**src/rtl/spi_regmap_pkg.sv**
```systemverilog
// Register map, frame geometry and sequencer state encoding shared by the SPI
// configuration sequencer and anything that models the peripheral side.
package spi_regmap_pkg;

  localparam logic [6:0] EN_OUT_LO = 7'h00;
  localparam logic [6:0] EN_OUT_HI = 7'h01;
  localparam logic [6:0] EN_PWM_LO = 7'h02;
  localparam logic [6:0] EN_PWM_HI = 7'h03;
  localparam logic [6:0] PWM_DUTY  = 7'h04;
  localparam logic [6:0] ADDR_MAX  = PWM_DUTY;

  localparam int FRAME_W = 16;

  typedef struct packed {
    logic [6:0] addr;
    logic [7:0] data;
  } spi_req_t;

  typedef enum logic [2:0] {
    ST_IDLE,
    ST_SETUP,
    ST_SHIFT_HI,
    ST_SHIFT_LO,
    ST_HOLD,
    ST_GAP
  } seq_state_e;

  function automatic int max4(input int a, input int b, input int c, input int d);
    int m;
    m = a;
    if (b > m) m = b;
    if (c > m) m = c;
    if (d > m) m = d;
    return m;
  endfunction

  function automatic logic addr_mapped(input logic [6:0] addr);
    return (addr <= ADDR_MAX);
  endfunction

endpackage

```
**src/rtl/spi_cfg_sequencer_sync_fifo.sv**
```systemverilog
// Single-clock request queue with a registered head stage: an entry becomes
// visible on rd_data one cycle after it is written, and level counts the head.
module sync_fifo #(
  parameter int WIDTH = 15,
  parameter int DEPTH = 4
) (
  input  logic             clk,
  input  logic             rst,
  input  logic             push,
  input  logic [WIDTH-1:0] wr_data,
  input  logic             pop,
  output logic [WIDTH-1:0] rd_data,
  output logic             rd_valid,
  output logic             full,
  output logic             empty
);

  localparam int AW = (DEPTH > 1) ? $clog2(DEPTH) : 1;
  localparam int LW = $clog2(DEPTH + 1);

  logic [WIDTH-1:0] mem [DEPTH];
  logic [AW-1:0]    wr_ptr, rd_ptr;
  logic [LW-1:0]    level;
  logic             do_push, do_pop, mem_has, load_head;

  assign full      = (level == LW'(DEPTH));
  assign empty     = (level == '0);
  assign do_push   = push && !full;
  assign do_pop    = pop && rd_valid;
  // Entries still in the array are level minus the head slot.
  assign mem_has   = (level != LW'(rd_valid));
  assign load_head = mem_has && (!rd_valid || do_pop);

  // NOTE: sequential state is assigned with <= so every flop samples
  // pre-edge values regardless of statement order.
  always_ff @(posedge clk) begin
    if (rst) begin
      wr_ptr   <= '0;
      rd_ptr   <= '0;
      level    <= '0;
      rd_valid <= 1'b0;
    end else begin
      if (do_push)   wr_ptr <= wr_ptr + 1'b1;
      if (load_head) rd_ptr <= rd_ptr + 1'b1;
      if (load_head)   rd_valid <= 1'b1;
      else if (do_pop) rd_valid <= 1'b0;
      case ({do_push, do_pop})
        2'b10:   level <= level + 1'b1;
        2'b01:   level <= level - 1'b1;
        default: level <= level;
      endcase
    end
  end

  // NOTE: storage and the head data carry no reset; validity is tracked by
  // level/rd_valid, so clearing the array would only cost reset fan-out.
  always_ff @(posedge clk) begin
    if (do_push)   mem[wr_ptr] <= wr_data;
    if (load_head) rd_data     <= mem[rd_ptr];
  end

endmodule

```
**src/rtl/spi_cfg_sequencer.sv**
```systemverilog
// Write-only SPI master: pops queued register writes and shifts them out as
// {1, addr[6:0], data[7:0]} mode-0 frames paced for a synchronising peripheral.
module spi_cfg_sequencer
  import spi_regmap_pkg::*;
#(
  parameter int CLK_DIV    = 4,
  parameter int CS_SETUP   = 4,
  parameter int CS_HOLD    = 4,
  parameter int CS_GAP     = 8,
  parameter int FIFO_DEPTH = 4
) (
  input  logic       clk,
  input  logic       rst,
  input  logic       req_valid,
  output logic       req_ready,
  input  logic [6:0] req_addr,
  input  logic [7:0] req_data,
  output logic       nCS,
  output logic       SCLK,
  output logic       COPI,
  output logic       busy,
  output logic       done,
  output logic       err_addr
);

  localparam int PH_W = $clog2(max4(CLK_DIV, CS_SETUP, CS_HOLD, CS_GAP)) + 1;
  localparam logic [PH_W-1:0] DIV_LAST   = PH_W'(CLK_DIV - 1);
  localparam logic [PH_W-1:0] SETUP_LAST = PH_W'(CS_SETUP - 1);
  localparam logic [PH_W-1:0] HOLD_LAST  = PH_W'(CS_HOLD - 1);
  localparam logic [PH_W-1:0] GAP_LAST   = PH_W'(CS_GAP - 1);
  localparam logic [4:0]      LAST_BIT   = 5'(FRAME_W - 1);
  localparam logic [4:0]      ALL_BITS   = 5'(FRAME_W);

  seq_state_e         state, state_nxt;
  logic [PH_W-1:0]    phase, phase_nxt;
  logic [4:0]         bit_cnt, bit_cnt_nxt;
  logic [FRAME_W-1:0] shreg, shreg_nxt, frame;
  logic               ncs_nxt, sclk_nxt, copi_nxt, done_nxt, err_nxt;
  spi_req_t           req_in, head;
  logic               head_valid, fifo_full, fifo_empty, pop;

  assign req_in    = '{addr: req_addr, data: req_data};
  assign req_ready = !fifo_full;
  assign busy      = (state != ST_IDLE) || !fifo_empty;
  assign frame     = {1'b1, head};

  sync_fifo #(
    .WIDTH($bits(spi_req_t)),
    .DEPTH(FIFO_DEPTH)
  ) u_fifo (
    .clk     (clk),
    .rst     (rst),
    .push    (req_valid),
    .wr_data (req_in),
    .pop     (pop),
    .rd_data (head),
    .rd_valid(head_valid),
    .full    (fifo_full),
    .empty   (fifo_empty)
  );

  // NOTE: every output of this block gets a default before the case, so no
  // path leaves a signal unassigned and no latch is inferred.
  always_comb begin
    state_nxt   = state;
    phase_nxt   = phase + 1'b1;
    bit_cnt_nxt = bit_cnt;
    shreg_nxt   = shreg;
    ncs_nxt     = nCS;
    sclk_nxt    = SCLK;
    copi_nxt    = COPI;
    done_nxt    = 1'b0;
    err_nxt     = 1'b0;
    pop         = 1'b0;
    unique case (state)
      ST_IDLE: begin
        phase_nxt = '0;
        if (head_valid) begin
          pop = 1'b1;
          if (addr_mapped(head.addr)) begin
            shreg_nxt   = frame;
            copi_nxt    = frame[FRAME_W-1];
            ncs_nxt     = 1'b0;
            bit_cnt_nxt = '0;
            state_nxt   = ST_SETUP;
          end else begin
            err_nxt = 1'b1;
          end
        end
      end
      ST_SETUP: if (phase == SETUP_LAST) begin
        phase_nxt = '0;
        sclk_nxt  = 1'b1;
        state_nxt = ST_SHIFT_HI;
      end
      ST_SHIFT_HI: if (phase == DIV_LAST) begin
        phase_nxt   = '0;
        sclk_nxt    = 1'b0;
        bit_cnt_nxt = bit_cnt + 1'b1;
        // After the last bit COPI keeps bit 0 through HOLD.
        if (bit_cnt != LAST_BIT) begin
          shreg_nxt = shreg << 1;
          copi_nxt  = shreg[FRAME_W-2];
        end
        state_nxt = ST_SHIFT_LO;
      end
      ST_SHIFT_LO: if (phase == DIV_LAST) begin
        phase_nxt = '0;
        if (bit_cnt == ALL_BITS) begin
          state_nxt = ST_HOLD;
        end else begin
          sclk_nxt  = 1'b1;
          state_nxt = ST_SHIFT_HI;
        end
      end
      ST_HOLD: if (phase == HOLD_LAST) begin
        phase_nxt = '0;
        ncs_nxt   = 1'b1;
        copi_nxt  = 1'b0;
        done_nxt  = 1'b1;
        state_nxt = ST_GAP;
      end
      ST_GAP: if (phase == GAP_LAST) begin
        phase_nxt = '0;
        state_nxt = ST_IDLE;
      end
      default: state_nxt = ST_IDLE;
    endcase
  end

  always_ff @(posedge clk) begin
    if (rst) begin
      state    <= ST_IDLE;
      phase    <= '0;
      bit_cnt  <= '0;
      shreg    <= '0;
      nCS      <= 1'b1;
      SCLK     <= 1'b0;
      COPI     <= 1'b0;
      done     <= 1'b0;
      err_addr <= 1'b0;
    end else begin
      state    <= state_nxt;
      phase    <= phase_nxt;
      bit_cnt  <= bit_cnt_nxt;
      shreg    <= shreg_nxt;
      nCS      <= ncs_nxt;
      SCLK     <= sclk_nxt;
      COPI     <= copi_nxt;
      done     <= done_nxt;
      err_addr <= err_nxt;
    end
  end

endmodule
```
**config.mk**
```make
export PLATFORM = sky130hd
export DESIGN_NAME = spi_cfg_sequencer
export DESIGN_NICKNAME = d
export VERILOG_FILES = /design/src/rtl/spi_regmap_pkg.sv /design/src/rtl/spi_cfg_sequencer_sync_fifo.sv /design/src/rtl/spi_cfg_sequencer.sv
export SDC_FILE = /design/constraint.sdc
export NUM_CORES = 1
export LEC_CHECK = 0
export CORE_MARGIN = 2
export CORE_UTILIZATION = 40
export CTS_CLUSTER_DIAMETER = 200
export DETAILED_ROUTE_END_ITERATION = 12
export PLACE_DENSITY_LB_ADDON = 0.08
export SLEW_MARGIN = 40
export SYNTH_ARGS = -nofsm -noshare
export SYNTH_HDL_FRONTEND = slang
export SYNTH_SLANG_ARGS = --single-unit
```
**constraint.sdc**
```tcl
create_clock -name clk -period 6.3 [get_ports clk]
set_input_delay 0.63 -clock clk [delete_from_list [all_inputs] [get_ports clk]]
set_output_delay 0.63 -clock clk [all_outputs]
set_load 0.005 [all_outputs]
```
==> results.yml <==
logic_synthesis:
  synth-xor-area-share_pct: 1.82
  syn-cell-area_mm2: 0.00481
  synth.top_cell.area_share_pct: 46.8
  synth-warning-count: 0
  muxShareOfSynthArea_pct: 7.26
  synthAdderAreaFrac_pct: 2.76
  yosysMostFrequentCell: "edfxtp_1"
  async_reset_ff_share_pct: 0
  ys_top_cells_by_area: "edfxtp_1 (47%), dfxtp_1 (17%), mux4_2 (7.0%)"
  synth_seq_cells: 115
  synth-main-ff-cell: "edfxtp_1"
  avgSynthCellArea_um2: 13.9
  synth_top_family_by_area: "simple AND/OR/NAND/NOR gates"
  synth-edff-count: 75
  synth_seq_area_share_pct: 63.5
  netlist_top_cells_count: "edfxtp_1 (75), dfxtp_1 (40), nand2_1 (33)"
  syn_inst: 347
  syn_nets: 375
  synth_top_cell_by_area: "edfxtp_1"
  ys_types: 55
  synth_compound_area_share_pct: 8.76
  yosys.area_share.simple_pct: 12.3
place:
  gp_congestion: 0.705
  pre_cts_slack_ns: 3.62
  place_area_mm2: 0.00513
  port_buffers: 24
  hpwl_um: 5330
timing:
  setup_viol: 0
  fin_ws_ns: 3.64
  slew_viol_final: 0
  hold_violations: 0
  fin_hold_ws_ns: 0.443
  fin_worst_skew_ns: 0.00816
  relSlewSlack_pct: 49.6
  max_freq_mhz: 375
  rsz0062_at_grt: "no"
  tightest_slew_ns: 0.755
  fin_crit_ns: 2.66
  timing.final.crit_share_pct: 42.3
  setup_tns_ns: 0
detailed_routing:
  remaining_drc_errors: 0
  first_pass_iters: 4
  wl_per_cell_um: 16.7
  wl_um: 8890
  drt_iter0_markers: 174
  num_vias: 2828
  vias_per_cell: 5.33
  ant_nets: 0
floorplan:
  die_h_um: 114
  start_util_pct: 40.6
  die-area_mm2: 0.0129
  core-area_mm2: 0.0119
  die_w_um: 114
  io_pins: 25
  fp-row-count: 40
worst_setup_path:
  startpoint: "state[2]"
  critPathRequiredTime_ns: 5.67
  end_kind: "output pin"
  setup.worst_path.start_class: "register"
  cp_max_fo: 19
  criticalPathCategory: "register to output pin"
  worstPathArrival_ns: 2.03
  rr_startpoint: "state[1]"
clock_tree:
  h-tree-depth: 4
  hold_buffers: 0
  root_buffer: "clkbuf_16"
  cts.sinks: 115
  cts_buffer_depth: 2
  insertion_delay_ns: 0.41
  cts_tree: "yes"
  cts_made_buffers: 17
  clk_pin_slew_worst_paths_ns: 0.05
  cts_resized: 0
  postCtsSetupRepairBufs: 0
cells_and_area:
  postLayoutCellArea_mm2: 0.00570
  antennaDiodeCount: 0
  fillCellCount: 1040
  drive_gt1_share_pct: 16.9
  seq_area_mm2: 0.00305
  synthToLayoutAreaGrowth_pct: 18.5
  multi_input_area_mm2: 0.00160
  final_nets: 399
grt:
  grt_pass1_wl_um: 15000
  antenna_found_initial: 0
  grt_max_degree: 39
  grt_usage_pct: 15.5
  overflow: 0
  grt_pass1_vias: 2871
status:
  status: "completed"
pwr:
  p_leak_nw: 1.91
  ir_drop_mv: 0.290
  power_density_mw_per_mm2: 420
hold_path:
  min_from: "phase[0]"
  min_path_type: "register to register"
flow_run:
  drv_cap: 0
critical path: stages (launching register included):
cell	delay, ns
dfxtp_1	0.51
or3_1	0.49
nand3b_1	0.18
clkdlybuf4s50_1	0.45
state kept, by name, indices dropped and copies added (netlist names):
signal,cells
SCLK,1
bit_cnt,5
shreg,15
phase,4
done,1
u_fifo.wr_ptr,2
u_fifo.rd_ptr,2
u_fifo.rd_valid,1
nCS,1
u_fifo.level,3
u_fifo.rd_data,15
COPI,1
u_fifo.mem,60
err_addr,1
state,3
per-stage QoR:
step           util [%]  power (mW)  std cells
3_3_place_gp       43.2        1.51        499
3_5_place_dp       43.3        1.52        499
6_report           48.1        2.39        531
2_1_floorplan         -        1.37        347
5_1_grt            48.1        2.52        531
4_1_cts            48.0        2.43        531
routing by layer:
metal	share of wire [%]	up-vias	wire length [µm]	global-route usage (%)
met5	0	-	0	0
met4	2.3	0	204	8.13
met3	3.3	16	292	4.14
met2	49	44	4330	24.3
met1	46	1398	4060	19.9
li1	-	1370	-	-
path summary, 6_finish.rpt:
path | endpoint | slack [ns] | cells past startpoint
setup / recovery | busy | 3.64 | 3
hold / removal | phase[0] | 0.44 | 1
setup reg to reg | shreg[6] | 3.78 | 4
hold reg to reg | phase[0] | 0.44 | 1
report_power, final:
| group | switching (mW) | leakage [nW] | internal, mW |
|---|---|---|---|
| Sequential | 0.0841 | 1.02 | 0.982 |
| Combinational | 0.230 | 0.614 | 0.195 |
| Clock | 0.306 | 0.274 | 0.596 |
| Total | 0.621 | 1.91 | 1.77 |
final cells by class:
type	instances	share of cell area, %
Tap cell	147	3.23
Clock inverter	7	1.45
Timing Repair Buffer	26	4.48
Sequential cell	115	53.6
Clock buffer	25	8.34
Inverter	12	0.790
Multi-Input combinational cell	199	28.1
cell families (layout without fill, tap and decap cells):
family,Yosys count,in the layout
simple gates,112,112
buf+inv,33,70
fa+ha+maj,10,10
compound gates,51,51
xor+xnor,10,10
flops,115,115
mux,16,16
placed cells by master (no fill, tap or decap), drive strengths merged, types with 3 or more instances in the layout:
cell / count
xnor2: 4
nand2: 33
inv: 12
or3b: 3
o21ai: 6
and3: 6
nor3: 22
xor2: 6
mux4: 15
a311oi: 15
a31oi: 3
nand3: 9
edfxtp: 75
clkinv: 5
nor2b: 3
ha: 9
dfxtp: 40
clkdlybuf4s50: 24
a21oi: 14
clkbuf: 25
nor2: 18
Note: power is estimated with default switching activity, not from simulation.
